## src/rtl/ypbprtorgb_if.sv

```systemverilog
// Component-video bundle for the YPbPr -> RGB converter: ena, YPbPr and strobes in,
// and RGB plus delayed strobes out.
interface ypbprtorgb_if;
  logic       ena;
  logic [5:0] red_in;
  logic [5:0] green_in;
  logic [5:0] blue_in;
  logic       hs_in;
  logic       vs_in;
  logic       cs_in;
  logic       pixel_in;
  logic [5:0] red_out;
  logic [5:0] green_out;
  logic [5:0] blue_out;
  logic       hs_out;
  logic       vs_out;
  logic       cs_out;
  logic       pixel_out;

  modport slave (
    input  ena, red_in, green_in, blue_in, hs_in, vs_in, cs_in, pixel_in,
    output red_out, green_out, blue_out, hs_out, vs_out, cs_out, pixel_out
  );

  modport master (
    output ena, red_in, green_in, blue_in, hs_in, vs_in, cs_in, pixel_in,
    input  red_out, green_out, blue_out, hs_out, vs_out, cs_out, pixel_out
  );
endinterface

```

## src/rtl/ypbprtorgb.sv

```systemverilog
// 3-stage multiplier-based YPbPr -> RGB converter with clamping, an ena-selected
// passthrough path, and sync/pixel strobes delayed to stay aligned with the data.
module ypbprtorgb (
  input  logic          clk,
  input  logic          reset,
  ypbprtorgb_if.slave   bus
);

  logic        [13:0] ys1_q, ys1_d, ys2_q;
  logic signed [6:0]  pb1_q, pb1_d, pr1_q, pr1_d;
  logic        [17:0] raw1_q, raw2_q;
  logic               ena1_q, ena2_q;
  logic        [3:0]  stb1_q, stb2_q, stb3_q;
  logic signed [15:0] pb_ext, pr_ext;
  logic signed [15:0] pr359_q, pr359_d, pb88_q, pb88_d;
  logic signed [15:0] pr183_q, pr183_d, pb454_q, pb454_d;
  logic        [16:0] sum_r, sum_g, sum_b, ys_ext;
  logic        [5:0]  r_q, r_d, g_q, g_d, b_q, b_d;

  // Negative sums clamp to 0; anything at or above 64*256 saturates to 63.
  function automatic logic [5:0] clamp6(input logic [16:0] s);
    if (s[16])
      return '0;
    else if (s[15:14] != 2'b00)
      return '1;
    else
      return s[13:8];
  endfunction

  always_comb begin
    ys1_d = {bus.green_in, 8'h00};
    pb1_d = {1'b0, bus.blue_in} - 7'd32;
    pr1_d = {1'b0, bus.red_in} - 7'd32;

    pb_ext  = {{9{pb1_q[6]}}, pb1_q};
    pr_ext  = {{9{pr1_q[6]}}, pr1_q};
    pr359_d = pr_ext * 16'sd359;
    pb88_d  = pb_ext * 16'sd88;
    pr183_d = pr_ext * 16'sd183;
    pb454_d = pb_ext * 16'sd454;

    ys_ext = {3'b000, ys2_q};
    sum_r  = ys_ext + {pr359_q[15], pr359_q} + 17'd128;
    sum_g  = ys_ext - {pb88_q[15], pb88_q} - {pr183_q[15], pr183_q} + 17'd128;
    sum_b  = ys_ext + {pb454_q[15], pb454_q} + 17'd128;

    // Mode travels with the pixel, so the select uses the ena carried through stage 2.
    if (ena2_q) begin
      r_d = clamp6(sum_r);
      g_d = clamp6(sum_g);
      b_d = clamp6(sum_b);
    end else begin
      r_d = raw2_q[17:12];
      g_d = raw2_q[11:6];
      b_d = raw2_q[5:0];
    end
  end

  always_ff @(posedge clk) begin
    if (reset) begin
      ys1_q   <= '0;
      pb1_q   <= '0;
      pr1_q   <= '0;
      raw1_q  <= '0;
      ena1_q  <= 1'b0;
      stb1_q  <= '0;
      ys2_q   <= '0;
      pr359_q <= '0;
      pb88_q  <= '0;
      pr183_q <= '0;
      pb454_q <= '0;
      raw2_q  <= '0;
      ena2_q  <= 1'b0;
      stb2_q  <= '0;
      r_q     <= '0;
      g_q     <= '0;
      b_q     <= '0;
      stb3_q  <= '0;
    end else begin
      ys1_q   <= ys1_d;
      pb1_q   <= pb1_d;
      pr1_q   <= pr1_d;
      raw1_q  <= {bus.red_in, bus.green_in, bus.blue_in};
      ena1_q  <= bus.ena;
      stb1_q  <= {bus.hs_in, bus.vs_in, bus.cs_in, bus.pixel_in};
      ys2_q   <= ys1_q;
      pr359_q <= pr359_d;
      pb88_q  <= pb88_d;
      pr183_q <= pr183_d;
      pb454_q <= pb454_d;
      raw2_q  <= raw1_q;
      ena2_q  <= ena1_q;
      stb2_q  <= stb1_q;
      r_q     <= r_d;
      g_q     <= g_d;
      b_q     <= b_d;
      stb3_q  <= stb2_q;
    end
  end

  assign bus.red_out   = r_q;
  assign bus.green_out = g_q;
  assign bus.blue_out  = b_q;
  assign bus.hs_out    = stb3_q[3];
  assign bus.vs_out    = stb3_q[2];
  assign bus.cs_out    = stb3_q[1];
  assign bus.pixel_out = stb3_q[0];

endmodule

```

## src/flat_wrapper.sv

```systemverilog
// flat-port wrapper written by rule: the top's interface ports become plain ports
module ypbprtorgb_flat 
  (clk, reset, bus_ena, bus_red_in, bus_green_in, bus_blue_in, bus_hs_in, bus_vs_in, bus_cs_in, bus_pixel_in, bus_red_out, bus_green_out, bus_blue_out, bus_hs_out, bus_vs_out, bus_cs_out, bus_pixel_out);
  ypbprtorgb_if bus_i ();
  input  logic clk;
  input  logic reset;
  input wire logic [$bits(bus_i.ena)-1:0] bus_ena;
  input wire logic [$bits(bus_i.red_in)-1:0] bus_red_in;
  input wire logic [$bits(bus_i.green_in)-1:0] bus_green_in;
  input wire logic [$bits(bus_i.blue_in)-1:0] bus_blue_in;
  input wire logic [$bits(bus_i.hs_in)-1:0] bus_hs_in;
  input wire logic [$bits(bus_i.vs_in)-1:0] bus_vs_in;
  input wire logic [$bits(bus_i.cs_in)-1:0] bus_cs_in;
  input wire logic [$bits(bus_i.pixel_in)-1:0] bus_pixel_in;
  output wire logic [$bits(bus_i.red_out)-1:0] bus_red_out;
  output wire logic [$bits(bus_i.green_out)-1:0] bus_green_out;
  output wire logic [$bits(bus_i.blue_out)-1:0] bus_blue_out;
  output wire logic [$bits(bus_i.hs_out)-1:0] bus_hs_out;
  output wire logic [$bits(bus_i.vs_out)-1:0] bus_vs_out;
  output wire logic [$bits(bus_i.cs_out)-1:0] bus_cs_out;
  output wire logic [$bits(bus_i.pixel_out)-1:0] bus_pixel_out;
  assign bus_i.ena = bus_ena;
  assign bus_i.red_in = bus_red_in;
  assign bus_i.green_in = bus_green_in;
  assign bus_i.blue_in = bus_blue_in;
  assign bus_i.hs_in = bus_hs_in;
  assign bus_i.vs_in = bus_vs_in;
  assign bus_i.cs_in = bus_cs_in;
  assign bus_i.pixel_in = bus_pixel_in;
  assign bus_red_out = bus_i.red_out;
  assign bus_green_out = bus_i.green_out;
  assign bus_blue_out = bus_i.blue_out;
  assign bus_hs_out = bus_i.hs_out;
  assign bus_vs_out = bus_i.vs_out;
  assign bus_cs_out = bus_i.cs_out;
  assign bus_pixel_out = bus_i.pixel_out;
  ypbprtorgb u_core (.clk(clk), .reset(reset), .bus(bus_i));
endmodule
```

## config.mk

```make
export PLATFORM = sky130hd
export DESIGN_NAME = ypbprtorgb_flat
export DESIGN_NICKNAME = d
export VERILOG_FILES = /design/src/rtl/ypbprtorgb_if.sv /design/src/rtl/ypbprtorgb.sv /design/src/flat_wrapper.sv
export SDC_FILE = /design/constraint.sdc
export NUM_CORES = 1
export LEC_CHECK = 0
export ABC_AREA = 1
export BUFFER_PORTS_ARGS = -buffer_cell sky130_fd_sc_hd__buf_2
export CORE_MARGIN = 5
export CORE_UTILIZATION = 60
export DETAILED_ROUTE_END_ITERATION = 6
export HOLD_SLACK_MARGIN = 0.02
export PLACE_DENSITY = 0.78
export RECOVER_POWER = 25
export SLEW_MARGIN = 10
export SYNTH_ARGS = -nofsm -noshare
export SYNTH_HDL_FRONTEND = slang
export SYNTH_SLANG_ARGS = --single-unit
```

## constraint.sdc

```tcl
create_clock -name clk -period 8.3 [get_ports clk]
set_clock_uncertainty 0.2 [all_clocks]
set_input_delay 1.66 -clock clk [delete_from_list [all_inputs] [get_ports clk]]
set_output_delay 1.66 -clock clk [all_outputs]
set_load 0.01 [all_outputs]
```

# Yosys cells after proc, flatten, opt, wreduce, memory -nomap -nowiden
# Cells that the tools add are included.
# Widths: inputs -> output; s select.
# word_totals
in_bits	25
word_cells	46
output_inout_bits	22
register_bits	173
# classes
n_reduce_logical	3
n_addsub	9
mul	4
mux	9
# op_table
cell	count
$mux 6	9
$add 17x8->17 const B	3
$add 15x16->17	2
$sub 17x17->17	1
$mul 7x10->16 const B	1
$mul 7x9->16 const B	1
$sub 15x15->16	1
$mul 7x9->15 const B	1
$sub 6x6->7 const B	2
$mul 7x5->12 const B	1
$reduce_bool 2->1	3

# Depth between registers and ports, before layout
# logic_depth
ltp_word	7
depth_mapped	25
ltp_nobuf	25

# Worst setup path before layout
# Ideal clock, no wire load.
# synth_path
path_type	register -> register
startpoint	register u_core.pr1_q[5]
endpoint	register u_core.pr183_q[13]
period_less_slack_ns	3.797
setup_time_ns	0.126
setup_slack_ns	4.503
path_stages_with_launch	16
arrival_ns	3.471
path_buffers	0
path_cell_list	dfxtp_1 > inv_1 > ha_1 > ha_1 > inv_1 > fa_1 > inv_1 > fa_1 > ha_1 > nand2_1 > nand2_1 > o21ai_1 > o211ai_2 > nand2_1 > a21oi_1 > o21ai_0
# synth_via
elab_chain_cells	1
# synth_lines
element	line_no	rtl
from (decl)	ypbprtorgb.sv:10	logic signed [6:0] pb1_q, pb1_d, pr1_q, pr1_d;
from (signal assigned)	ypbprtorgb.sv:82	pr1_q <= pr1_d;
$mul 7x9->16	ypbprtorgb.sv:39	pr183_d = pr_ext * 16'sd183;
to (signal assigned)	ypbprtorgb.sv:89	pr183_q <= pr183_d;
to (decl)	ypbprtorgb.sv:16	logic signed [15:0] pr183_q, pr183_d, pb454_q, pb454_d;
# Every way passes these cells.
# A chain may end at the register's enable or synchronous reset.

# Worst setup path after layout
# layout_path
startpoint	register u_core.pr1_q[5]
endpoint	register u_core.pr183_q[10]
# Same word-level chain as after synthesis.

==> reports/qor.txt <==
Final min period = 4250 ps
Starting Density = 60.9%
Layout cells sized above 1 = 9.19%
Fin worst setup slack = 4050 ps
Core ar. = 0.0144 mm2
Fin Setup TNS = 0 ps
CTS tree = built
DP Cell Count = 1392
Die Width = 131 um
Root buf cell = clkbuf_16
Tcrit/Tclk final = 51.2%
Register clock-pin slew on the reported worst setup and hold paths = 60 ps
Syn_area_per_cell = 7.47 um2
Worst hold path type = reg -> reg
Ys async rst share = 0%
Setup repair bufs after CTS = 0
First-pass GRT wire length = 31.9 mm
Post-Syn Nets = 1388
Post-synthesis sequential area ratio = 26.0%
WHS Path Cells = 2
WS Path Type = reg -> reg
Initial DRC Count = 401
Slew @ Worst Pin = 888 ps
Warnings, synthesis = 0
Residual DRC = 0
Slew HR = 40.8%
LEAKAGE = 0.00543 uW
Max FO, Critical Path = 10
CTS H-tree lvls = 4
Rows = 44
Final Hold Fails = 0
RSZ-0062 raised after global routing = no
Achievable Freq = 0.235 GHz
Post-synth EDFFs = 0
Global route total overflow = 0
Vias in the first global route = 6964
Area growth, synth to finish = 11.3%
Mapped cell area = 0.00878 mm2
Wirelength per Cell = 13.3 um
Top_reg_cell synth = dfxtp_1
DP Worst Slack = 4110 ps
Tot GR Track Use = 23.6%
Status = complete, no violations
Worst VDD drop = 157 uV
Synth area leader = dfxtp_1
Synth top area cells = dfxtp_1 (26%), ha_1 (22%), inv_1 (10%), nand2_1 (9.8%), fa_1 (7.1%)
Num CTS Buffers = 17
Crit. End Element = register
Post-CTS Resized = 0
Post-route insts no fill = 1424
# clock sinks = 114
Design area = 0.00978 mm2
Max-cap violations = 0
Initial antenna violation count = 0
Routed vias/inst = 5.13
Remaining antenna violation count = 0
Nets = 1439
Clk_lat worst skew = 420 ps
Routed Wire Length = 19.0 mm
Crit path launch type = register
Pins over their slew limit = 0
Diodes inserted = 0
Mapped Cells = 1176
Worst EP arrival = 4410 ps
Synth cell types = 43
Yosys reg bits = 114
Placement Cell Area = 0.00919 mm2
Min Hold Slack = 200 ps
Ports = 47
GP Congestion = 0.929
DP HPWL = 15.0 mm
Full die area = 0.0172 mm2
Largest net degree at the start of global routing = 84
Critical Path RT = 8470 ps
# port buffers = 46
Via count = 7308
Final setup viols = 0
Pre-antenna DRT Iters = 5
Clock tree buffer depth = 2
Pwr Density = 240 mW/mm2
Die height = 131 um
R2R depth = 14
Area share of the leading cell type in the synthesized netlist = 26.0%
CTS Hold Bufs = 0
-- layout by cell type (no fill, tap or decap), types with 3 or more instances in the layout --
| master | instances |
|---|---|
| xor2_1 | 15 |
| xnor2_1 | 9 |
| o21ai_0 | 30 |
| a31oi_1 | 3 |
| o21ai_1 | 5 |
| dfxtp_1 | 114 |
| inv_2 | 8 |
| a21o_1 | 6 |
| nand4_1 | 10 |
| fa_1 | 31 |
| nand2_1 | 229 |
| buf_2 | 46 |
| a21oi_2 | 7 |
| nand3_1 | 58 |
| inv_1 | 237 |
| nor2_4 | 3 |
| inv_6 | 8 |
| nand3b_1 | 3 |
| o21bai_1 | 7 |
| nor2_1 | 106 |
| o21a_1 | 5 |
| clkinvlp_4 | 3 |
| nor3_1 | 6 |
| clkbuf_16 | 17 |
| nand2_2 | 4 |
| or2_2 | 4 |
| ha_1 | 156 |
| a21oi_1 | 85 |
-- critical path, stage by stage, from the launching register on --
cell and delay, ps:
dfxtp_1 570, inv_1 170, ha_1 410, ha_1 350
inv_1 60, fa_1 540, inv_1 60, fa_1 470
ha_1 370, a21oi_1 180, o21ai_0 130, a21oi_1 250
o21bai_1 130, a21oi_1 150, o21a_1 140
-- layer usage --
| metal | wire [um] | up-vias | global-route usage (%) |
|---|---|---|---|
| li1 | - | 3828 | - |
| met1 | 9010 | 3286 | 31.2 |
| met2 | 8700 | 156 | 38.7 |
| met3 | 849 | 38 | 4.35 |
| met4 | 450 | 0 | 8.35 |
| met5 | 0 | - | 0 |
-- flip-flops by register name, summed over array words and instances (netlist names), 4 cells and up --
signal	cells
u_core.bus.blue_out	6
u_core.bus.green_out	6
u_core.bus.red_out	6
u_core.pb454_q	12
u_core.pb88_q	9
u_core.pr183_q	16
u_core.pr359_q	9
u_core.raw1_q	18
u_core.raw2_q	16
u_core.stb1_q	4
u_core.stb2_q	4
u_core.stb3_q	4
-- logic make-up (layout without fill, tap and decap cells) --
family / after synthesis / count (layout) / synth area share (%)
adder cells (fa/ha/maj): 187 / 187 / 29.3
AO/OA/AOI/OAI: 158 / 158 / 10.3
buffers and inverters: 260 / 324 / 11.2
XOR/XNOR: 24 / 24 / 2.39
flip-flops: 114 / 114 / 26.0
AND/OR/NAND/NOR: 433 / 433 / 20.8
-- final timing paths --
| kind | end | slack (ps) | start |
|---|---|---|---|
| max | u_core.pr183_q[10] | 4050 | u_core.pr1_q[5] |
| min | u_core.raw2_q[8] | 200 | u_core.raw1_q[8] |
| max reg2reg | u_core.pr183_q[10] | 4050 | u_core.pr1_q[5] |
| min reg2reg | u_core.raw2_q[8] | 200 | u_core.raw1_q[8] |
-- metrics by stage --
| stage | power [uW] | util [%] |
|---|---|---|
| floorplan | 1420 | - |
| global route | 2550 | 67.8 |
| CTS | 2360 | 67.8 |
| global placement | 1610 | 63.7 |
| detailed placement | 1630 | 63.7 |
| finish | 2350 | 67.8 |
-- power breakdown --
part / internal (uW) / switching [uW]
clock network: 424 / 292
logic: 374 / 625
registers: 599 / 33.1
-- cells in the mapped netlist (all sizes together) (3+ instances only) --
| cell | instances |
|---|---|
| inv | 245 |
| nand2 | 233 |
| ha | 156 |
| dfxtp | 114 |
| nor2 | 109 |
| a21oi | 93 |
| nand3 | 60 |
| o21ai | 36 |
| fa | 31 |
| xor2 | 15 |
| clkbuf | 13 |
| nand4 | 10 |
| xnor2 | 9 |
| nor3 | 8 |
| o21bai | 7 |
| a21o | 6 |
| o21a | 5 |
| or2 | 5 |
| a31oi | 3 |
| nand3b | 3 |
-- final cells by class --
| type | count | area (um2) |
|---|---|---|
| multi-input combinational | 802 | 5520 |
| fill | 1243 | 4650 |
| sequential | 114 | 2280 |
| inverter | 245 | 920 |
| clock buffer | 17 | 425 |
| timing repair buffer | 47 | 238 |
| tap | 184 | 230 |
| clock inverter | 15 | 161 |
Note: power is estimated with default switching activity, not from simulation.
